==> src/rtl/cpu_pipe_pkg.sv <==
// -----------------------------------------------------------------------------
// cpu_pipe_pkg
// Shared definitions for the 5-stage pipeline: hazard-controller state
// encoding, the canonical NOP instruction loaded on an IF_ID flush, and the
// bundle of pipeline-register control strobes the hazard controller drives.
// No ports (package).
// -----------------------------------------------------------------------------
package cpu_pipe_pkg;

  localparam logic [1:0]  ST_RUN      = 2'd0;
  localparam logic [1:0]  ST_MEM_WAIT = 2'd1;
  localparam logic [1:0]  ST_FLUSH    = 2'd2;

  // addi x0, x0, 0
  localparam logic [31:0] NOP_INSTR   = 32'h00000013;

  typedef enum logic [1:0] {
    S_RUN      = ST_RUN,
    S_MEM_WAIT = ST_MEM_WAIT,
    S_FLUSH    = ST_FLUSH
  } state_t;

  // One strobe per pipeline-register control input.
  typedef struct packed {
    logic pc_write;
    logic if_id_write;
    logic if_id_flush;
    logic id_ex_flush;
    logic ex_mem_flush;
    logic ex_mem_hold;
    logic mem_wb_bubble;
  } ctrl_t;

  // Free-running pipeline.
  localparam ctrl_t CTRL_DEFAULT = '{pc_write: 1'b1, if_id_write: 1'b1, default: 1'b0};
  // Held in reset: nothing advances, every stage is squashed.
  localparam ctrl_t CTRL_RESET   = '{ex_mem_hold: 1'b0, pc_write: 1'b0, if_id_write: 1'b0,
                                     default: 1'b1};
  // Data memory busy: freeze front end and EX/MEM, feed bubbles into WB.
  localparam ctrl_t CTRL_HOLD    = '{ex_mem_hold: 1'b1, mem_wb_bubble: 1'b1, default: 1'b0};
  // Taken branch redirect: PC loads the target, three younger stages die.
  localparam ctrl_t CTRL_REDIR   = '{pc_write: 1'b1, if_id_write: 1'b1, if_id_flush: 1'b1,
                                     id_ex_flush: 1'b1, ex_mem_flush: 1'b1, default: 1'b0};
  // Load-use: freeze PC and IF_ID, insert one bubble into EX.
  localparam ctrl_t CTRL_BUBBLE  = '{id_ex_flush: 1'b1, default: 1'b0};
  // Cycle after a redirect: kill the wrong-path instruction now in ID.
  localparam ctrl_t CTRL_SQUASH  = '{pc_write: 1'b1, if_id_write: 1'b1, id_ex_flush: 1'b1,
                                     default: 1'b0};

endpackage

==> src/rtl/hazard_detect.sv <==
// -----------------------------------------------------------------------------
// hazard_detect
// Purely combinational load-use detector: the instruction in EX is a load
// whose destination (non-x0) is a source of the instruction in ID.
// Ports:
//   i_id_rs1, i_id_rs2 : source registers of the ID instruction
//   i_ex_rd            : destination register of the EX instruction
//   i_ex_mem_read      : EX instruction is a load
//   o_load_use         : hazard present
// -----------------------------------------------------------------------------
module hazard_detect (
  input  logic [4:0] i_id_rs1,
  input  logic [4:0] i_id_rs2,
  input  logic [4:0] i_ex_rd,
  input  logic       i_ex_mem_read,
  output logic       o_load_use
);

  assign o_load_use = i_ex_mem_read && (i_ex_rd != 5'd0) &&
                      ((i_ex_rd == i_id_rs1) || (i_ex_rd == i_id_rs2));

endmodule

==> src/rtl/pipeline_hazard_ctrl.sv <==
// -----------------------------------------------------------------------------
// pipeline_hazard_ctrl
// Stall/flush sequencer for the 5-stage pipeline. Owns every stall and bubble
// decision: load-use bubbles, taken-branch redirects resolved in MEM, and
// multi-cycle data-memory waits (with a timeout that latches err_o).
// Ports:
//   clk_i, rst_i                  : clock, synchronous active-high reset
//   ID_RS1addr_i, ID_RS2addr_i    : sources of the ID instruction
//   EX_RDaddr_i, EX_MemRead_i     : destination / load flag of EX instruction
//   MEM_Branch_i                  : branch in MEM resolved taken
//   MEM_req_i, MEM_ack_i          : data-memory request / completion
//   PC_write_o .. MEM_WB_bubble_o : pipeline-register strobes (combinational)
//   stall_cnt_o                   : saturating count of PC-frozen cycles
//   err_o                         : sticky memory-timeout flag
// -----------------------------------------------------------------------------
module pipeline_hazard_ctrl
  import cpu_pipe_pkg::*;
#(
  parameter int MEM_TIMEOUT = 16,
  parameter int CNT_W       = 16
) (
  input  logic             clk_i,
  input  logic             rst_i,
  input  logic [4:0]       ID_RS1addr_i,
  input  logic [4:0]       ID_RS2addr_i,
  input  logic [4:0]       EX_RDaddr_i,
  input  logic             EX_MemRead_i,
  input  logic             MEM_Branch_i,
  input  logic             MEM_req_i,
  input  logic             MEM_ack_i,
  output logic             PC_write_o,
  output logic             IF_ID_write_o,
  output logic             IF_ID_flush_o,
  output logic             ID_EX_flush_o,
  output logic             EX_MEM_flush_o,
  output logic             EX_MEM_hold_o,
  output logic             MEM_WB_bubble_o,
  output logic [CNT_W-1:0] stall_cnt_o,
  output logic             err_o
);

  localparam int              WAIT_W    = $clog2(MEM_TIMEOUT);
  localparam logic [WAIT_W-1:0] WAIT_LAST = WAIT_W'(MEM_TIMEOUT - 1);

  state_t            r_state;
  logic              r_pend_flush;
  logic [WAIT_W-1:0] r_wait_cnt;
  logic [CNT_W-1:0]  r_stall_cnt;
  logic              r_err;

  state_t w_next_state;
  ctrl_t  w_ctrl;
  logic   w_load_use;
  logic   w_mem_stall;
  logic   w_timeout;
  logic   w_release;

  hazard_detect u_hazard_detect (
    .i_id_rs1      (ID_RS1addr_i),
    .i_id_rs2      (ID_RS2addr_i),
    .i_ex_rd       (EX_RDaddr_i),
    .i_ex_mem_read (EX_MemRead_i),
    .o_load_use    (w_load_use)
  );

  assign w_mem_stall = MEM_req_i && !MEM_ack_i;
  // wait_cnt counts MEM_WAIT cycles from 0, so the MEM_TIMEOUT-th cycle in
  // MEM_WAIT without an ack is treated as the ack and latches err_o.
  assign w_timeout   = (r_state == S_MEM_WAIT) && !MEM_ack_i && (r_wait_cnt == WAIT_LAST);
  assign w_release   = MEM_ack_i || w_timeout;

  // Priority in RUN: memory wait > branch > load-use.
  always_comb begin
    // NOTE: defaults first so every path assigns every bit -- no latches.
    w_ctrl       = CTRL_DEFAULT;
    w_next_state = r_state;
    if (rst_i) begin
      w_ctrl       = CTRL_RESET;
      w_next_state = S_RUN;
    end else begin
      case (r_state)
        S_RUN: begin
          if (w_mem_stall) begin
            w_ctrl       = CTRL_HOLD;
            w_next_state = S_MEM_WAIT;
          end else if (MEM_Branch_i) begin
            w_ctrl       = CTRL_REDIR;
            w_next_state = S_FLUSH;
          end else if (w_load_use) begin
            w_ctrl       = CTRL_BUBBLE;
          end
        end
        S_MEM_WAIT: begin
          if (!w_release) begin
            w_ctrl = CTRL_HOLD;
          end else if (r_pend_flush) begin
            // Deferred branch redirect lands on the cycle the hold releases.
            w_ctrl       = CTRL_REDIR;
            w_next_state = S_FLUSH;
          end else begin
            w_next_state = S_RUN;
          end
        end
        // Load-use is ignored here: the ID instruction is the one squashed.
        S_FLUSH: begin
          w_ctrl       = CTRL_SQUASH;
          w_next_state = S_RUN;
        end
        default: w_next_state = S_RUN;
      endcase
    end
  end

  // NOTE: every register below resets; none is a memory, so no reset is skipped.
  always_ff @(posedge clk_i) begin
    // NOTE: non-blocking assignments so all state updates see pre-edge values.
    if (rst_i) begin
      r_state      <= S_RUN;
      r_pend_flush <= 1'b0;
      r_wait_cnt   <= '0;
      r_stall_cnt  <= '0;
      r_err        <= 1'b0;
    end else begin
      r_state <= w_next_state;
      if (!w_ctrl.pc_write && (r_stall_cnt != '1)) begin
        r_stall_cnt <= r_stall_cnt + CNT_W'(1);
      end
      if (w_timeout) begin
        r_err <= 1'b1;
      end
      case (r_state)
        S_RUN: begin
          if (w_mem_stall) begin
            r_pend_flush <= MEM_Branch_i;
            r_wait_cnt   <= '0;
          end
        end
        S_MEM_WAIT: begin
          if (w_release) begin
            r_pend_flush <= 1'b0;
            r_wait_cnt   <= '0;
          end else begin
            r_wait_cnt <= r_wait_cnt + WAIT_W'(1);
          end
        end
        default: ;
      endcase
    end
  end

  assign PC_write_o      = w_ctrl.pc_write;
  assign IF_ID_write_o   = w_ctrl.if_id_write;
  assign IF_ID_flush_o   = w_ctrl.if_id_flush;
  assign ID_EX_flush_o   = w_ctrl.id_ex_flush;
  assign EX_MEM_flush_o  = w_ctrl.ex_mem_flush;
  assign EX_MEM_hold_o   = w_ctrl.ex_mem_hold;
  assign MEM_WB_bubble_o = w_ctrl.mem_wb_bubble;
  assign stall_cnt_o     = r_stall_cnt;
  assign err_o           = r_err;

endmodule

==> config.mk <==
export PLATFORM = sky130hd
export DESIGN_NAME = pipeline_hazard_ctrl
export DESIGN_NICKNAME = d
export VERILOG_FILES = /design/src/rtl/cpu_pipe_pkg.sv /design/src/rtl/hazard_detect.sv /design/src/rtl/pipeline_hazard_ctrl.sv
export SDC_FILE = /design/constraint.sdc
export NUM_CORES = 1
export LEC_CHECK = 0
export CAP_MARGIN = 5
export CORE_MARGIN = 2
export CORE_UTILIZATION = 50
export CTS_CLUSTER_SIZE = 24
export DETAILED_ROUTE_END_ITERATION = 8
export DONT_BUFFER_PORTS = 1
export PLACE_DENSITY = 0.62
export SLEW_MARGIN = 5
export SYNTH_ARGS = -nofsm -noshare
export SYNTH_HDL_FRONTEND = slang
export SYNTH_SLANG_ARGS = --single-unit
==> constraint.sdc <==
create_clock -name clk_i -period 4 [get_ports clk_i]
set_input_delay 0.4 -clock clk_i [delete_from_list [all_inputs] [get_ports clk_i]]
set_output_delay 0.4 -clock clk_i [all_outputs]
set_load 0.02 [all_outputs]
# After elaboration in Yosys (flattened, before gate mapping)
# Cells that the tools add are included.
dict set report totals {
  inputBits 21
  reg_bits 24
}
dict set report classes {
  n_addsub 2
  n_eq_ne 9
  reduce_logical 16
  n_mux 18
}
# cell count
set ops {}
lappend ops {{two-way mux 7 bit} 5}
lappend ops {{one-hot mux 7 bit (3 select lines)} 1}
lappend ops {{adder 16 x 1 -> 16 bit, second input constant} 1}
lappend ops {{inequality test 16 bit, second input constant} 1}
lappend ops {{== test 5 bit} 2}
lappend ops {{two-way mux 2 bit} 4}
lappend ops {{two-way mux 4 bit} 2}
lappend ops {{one-hot mux 4 bit (2 select lines)} 1}
lappend ops {{logical AND 1 bit} 6}
lappend ops {{two-way mux 5 bit} 1}
lappend ops {{nonzero test 5 bit} 1}
lappend ops {{adder 4 x 1 -> 4 bit, second input constant} 1}
lappend ops {{== test 4 bit, second input constant} 1}
lappend ops {{inequality test 2 bit, second input constant} 2}
lappend ops {{one-hot mux 2 bit (2 select lines)} 1}
lappend ops {{AND reduction 2 bit} 2}
lappend ops {{inequality test 3 bit, second input constant} 1}
lappend ops {{AND reduction 3 bit} 1}
lappend ops {{== test 2 x 1 -> 1 bit, second input constant} 1}
lappend ops {{== test 2 bit, second input constant} 1}
lappend ops {{zero test 1 bit} 2}
lappend ops {{zero test 2 bit} 1}
lappend ops {{logical OR 1 bit} 2}
lappend ops {{two-way mux 1 bit} 2}
lappend ops {{other kinds (2)} 2}

# Depth between registers and ports, before layout
dict set report depth {
  word_depth 10
  depth_mapped 8
}

# By module
# From an unflattened synthesis, not the netlist that was laid out.
dict set report hier_totals {
  hier_cells 177
  hier_area_um2 1451.4
}
# module cells_each n_inst seq_area_each_um2 area_each_um2
set modules_own_cells {}
lappend modules_own_cells {pipeline_hazard_ctrl 160 1 480.5 1326.3}
lappend modules_own_cells {hazard_detect 17 1 0.0 125.1}

# Worst setup path after synthesis
# No wires, ideal clock.
dict set report synth_timing {
  kind {register -> register}
  from {register r_wait_cnt[0]}
  to {register r_stall_cnt[10], in the netlist stall_cnt_o[10]}
  arrival_time_ns 2.215
  slack_ns 1.661
  stages_incl_launch_ff 9
  path_cell_list {dfxtp_1 -> ha_1 -> and3_1 -> a2111oi_4 -> or2_4 -> a21oi_4 -> buf_6 -> nor4_1 -> mux2_1}
}
dict set report synth_between {
  elab_chain_cells 8
}
# item line_no
set synth_rtl {}
lappend synth_rtl {{start, declared} pipeline_hazard_ctrl.sv:47} ;# logic [WAIT_W-1:0] r_wait_cnt;
lappend synth_rtl {{start signal, assigned} pipeline_hazard_ctrl.sv:143} ;# r_wait_cnt <= r_wait_cnt + WAIT_W'(1);
lappend synth_rtl {{== test 4 bit} pipeline_hazard_ctrl.sv:69} ;# assign w_timeout = (r_state == S_MEM_WAIT) && !MEM_ack_i && (r_wait_cnt == WAIT_LAST);
lappend synth_rtl {{logical AND 1 bit} pipeline_hazard_ctrl.sv:69}
lappend synth_rtl {{logical OR 1 bit} pipeline_hazard_ctrl.sv:70} ;# assign w_release = MEM_ack_i || w_timeout;
lappend synth_rtl {{two-way mux 7 bit} pipeline_hazard_ctrl.sv:94} ;# if (!w_release) begin
lappend synth_rtl {{one-hot mux 7 bit (3 select lines)} pipeline_hazard_ctrl.sv:81} ;# case (r_state)
lappend synth_rtl {{two-way mux 7 bit} pipeline_hazard_ctrl.sv:77} ;# if (rst_i) begin
lappend synth_rtl {{zero test 1 bit} pipeline_hazard_ctrl.sv:125} ;# if (!w_ctrl.pc_write && (r_stall_cnt != '1)) begin
lappend synth_rtl {{logical AND 1 bit} pipeline_hazard_ctrl.sv:125}
lappend synth_rtl {{end signal, assigned} pipeline_hazard_ctrl.sv:126} ;# r_stall_cnt <= r_stall_cnt + CNT_W'(1);
lappend synth_rtl {{end, declared} pipeline_hazard_ctrl.sv:48} ;# logic [CNT_W-1:0] r_stall_cnt;
# No other way between the ends.
# A chain may end at the register's enable or synchronous reset.

# Worst setup path after layout
dict set report layout_timing {
  from {register r_wait_cnt[0]}
  to {output ID_EX_flush_o}
}
dict set report layout_between {
  elab_chain_cells 6
}
# item line_no
set layout_rtl {}
lappend layout_rtl {{== test 4 bit} pipeline_hazard_ctrl.sv:69}
lappend layout_rtl {{logical AND 1 bit} pipeline_hazard_ctrl.sv:69}
lappend layout_rtl {{logical OR 1 bit} pipeline_hazard_ctrl.sv:70}
lappend layout_rtl {{two-way mux 7 bit} pipeline_hazard_ctrl.sv:94}
lappend layout_rtl {{one-hot mux 7 bit (3 select lines)} pipeline_hazard_ctrl.sv:81}
lappend layout_rtl {{two-way mux 7 bit} pipeline_hazard_ctrl.sv:77}
lappend layout_rtl {{end, declared} pipeline_hazard_ctrl.sv:34} ;# output logic ID_EX_flush_o,
# No other way between the ends.

==> flow_summary.toml <==
[floorplan]
fp.coreArea_sq_mm = 0.00278
fp.dieW_um = 58.2
die_area_sq_mm = 0.00339
die_y_um = 58.2
io_pins = 45
start_util = 0.529
rows = 19

[cts]
clkTransAtPathRegs_ns = 0.13
clock_sinks = 24
clock_path_buffers = 2
cts-root-buf = "clkbuf_4"
cts_buffers = 3
ctsHoldBuffers = 0
cts_resized = 0
insertion_delay_ns = 0.31
cts_tree = "built"
htree_levels = 1
cts_setup_buffers = 0

[timing]
slew_headroom = 0.433
rsz0062_at_grt = "no"
fmax_ghz = 0.347
fin_skew_ns = 0.00245
fin_crit_sh = 0.721
hold_violations = 0
tightest_slew_ns = 0.849
setup_tns_ns = 0
min_period_ns = 2.88
slew_violations = 0
finalSetupViolCount = 0

[routing]
detail_route.iter0.violations = 67
postRouteAntennaNets = 0
viasPerCell = 5.94
drcViolationCount = 0
detail_route.wl_per_cell_um = 14.6
vias = 1182
first_pass_iters = 4
totalWireLength_um = 2900

[grt]
antenna_found_initial = 0
grt_start_max_net_pins = 35
grt_pass1_wl_um = 4810
grtUsageTotal = 0.182
first_global_vias = 1143
gr-total-overflow = 0

[critical_path]
required_ns = 3.60
cp.buffers_inverters = 0
worstPathArrival_ns = 2.48
worst-setup-path-type = "reg -> out"
end_kind = "output port"
r2r_slack_ns = 1.47
critPathLaunchType = "flip-flop"
path_cells = "ha_1, and3_1, o21a_1, a21oi_1, o21bai_1, o21bai_1"
slowest_stage = "o21bai_1"
max_stage_delay_ns = 0.68
critPathTopFamily = "compound AO/OA/AOI/OAI gates"
critPathMostFrequentCell = "o21bai_1"
crit_fanout = 5

[power_and_ir_drop]
power_frac_seq = 0.584
ir_drop_uv = 198
combPwrFrac = 0.124
p_leak_nw = 0.482
swShare = 0.254
p_sw_mw = 0.109
p_per_area_mw_per_mm2 = 285
p_total_mw = 0.431
power_frac_clock = 0.293
p_int_mw = 0.321

[logic_synthesis]
synth_top_family_by_area = "simple AND/OR/NAND/NOR gates"
ys_ff_latch = 24
synth-simple-area-share = 0.329
yosysMostFrequentCell = "dfxtp_1"
synth_xor_xnor_area_share = 0.0774
synth_area_leaders = "dfxtp_1, xnor2_1, nor2b_1, nor2_1, mux2_2"
synth_edf_count = 0
async_flop_share = 0
synthMuxAreaShare = 0.0689
yosys-top-cells-count = "dfxtp_1, nor2_1, nor2b_1, xnor2_1"
yosys.area.top_type = "dfxtp_1"
synth-seq-area-share = 0.327
synth_nets = 193
synth_fa_ha_area_frac = 0.0170
yosys_warnings = 0
synth_compound_area_frac = 0.140
yosysUniqueCellTypes = 44
synth_flop_cell = "dfxtp_1"
synth_area_per_cell_sq_um = 8.65
netlist_instances = 170
syn-cell-area_sq_mm = 0.00147
netlist.area_leader.share = 0.327

[final_layout]
fin_nets = 192
final_cells = 199
layout-drive-gt1-share = 0.119
n_antenna_cell = 0
syn_to_final_growth_pct = 2.72

[outcome]
status = "finished clean"

[hold_path]
hp-class = "in -> reg"

[job]
drv_cap = 0

[place]
portBuffers = 0
place_inst = 195
place_congestion = 0.765
hpwl_um = 2180
kinds of logic (layout without fill, tap and decap cells):
kind of cell,count (synthesis),after routing
AO/OA/AOI/OAI,27,27
XOR/XNOR,13,13
adder cells (fa/ha/maj),2,2
buffers and inverters,12,10
flip-flops,24,24
multiplexers,9,9
AND/OR/NAND/NOR,83,83
power groups by stage:
stage	registers [mW]	logic, mW	clock network, mW
final	0.251	0.0533	0.126
after floorplan	0.255	0.0546	0
after global placement	0.256	0.0522	0
after CTS	0.251	0.0539	0.132
after global routing	0.252	0.0591	0.144
after detailed placement	0.257	0.0537	0
worst reg2reg max path: stages, from the launching register on:
cell       delay (ns)
dfxtp_1          0.36
ha_1             0.22
and3_1           0.26
a2111oi_4        0.43
or2_4            0.24
a21oi_4          0.13
nor4b_1          0.42
mux2_2           0.37
path summary, 6_finish.rpt:
path                              startpoint                           to  cells past startpoint
hold reg to reg    r_pend_flush$_SDFFE_PP0P_    r_pend_flush$_SDFFE_PP0P_                      2
hold / removal                         rst_i  stall_cnt_o[5]$_SDFFE_PP0P_                      1
setup / recovery  r_wait_cnt[0]$_SDFFE_PP0P_                ID_EX_flush_o                      6
setup reg to reg  r_wait_cnt[0]$_SDFFE_PP0P_  stall_cnt_o[9]$_SDFFE_PP0P_                      7
flip-flops by register name, indices dropped and copies added, names as in the netlist:
| signal | count |
|---|---|
| err_o | 1 |
| r_state | 2 |
| r_wait_cnt | 4 |
| stall_cnt_o | 16 |
| r_pend_flush | 1 |
per-layer routing:
layer / routed length [um] / GRT usage / up-vias
met2: 1460 / 0.325 / 23
met4: 21 / 0.0598 / 0
met5: 0 / 0 / -
li1: - / - / 611
met3: 164 / 0.0536 / 2
met1: 1250 / 0.206 / 546
cells in the final DEF, fill, tap and decap left out, types with 2 or more instances in the layout:
cell type,netlist,final
nor2b_1,12,12
and4_1,2,2
nor3_1,4,4
mux2_1,4,4
xor2_1,2,2
nor2_1,19,19
nand2_1,10,10
ha_1,2,2
inv_1,5,5
nor3b_1,2,2
nand4_1,4,4
o21ai_0,2,2
nor4_2,3,3
or4_1,4,4
o21a_1,2,2
nor4b_1,2,2
mux2_2,5,5
nand3_1,6,6
clkbuf_4,0,3
a21oi_1,10,10
dfxtp_1,24,24
o31ai_1,4,4
o21bai_1,2,2
nor4_1,6,6
xnor2_1,11,11
layout make-up:
type                       count  area (sq um)
tap                           31          38.8
timing repair buffer           1          7.51
inverter                       5          18.8
multi-input combinational    134           928
fill                         253          1270
sequential                    24           480
clock buffer                   4          36.3
metrics by stage:
stage          hold WS [ns]  utilization  setup slack [ns]  area [sq um]
4_1_cts               0.122        0.543              1.10          1510
6_report              0.139        0.543              1.12          1510
3_3_place_gp          0.473        0.530              1.53          1470
3_5_place_dp          0.475        0.530              1.47          1470
2_1_floorplan         0.454            -              1.66          1470
5_1_grt              0.0960        0.543             0.924          1510
No activity file was read; power rests on OpenSTA's default activity.
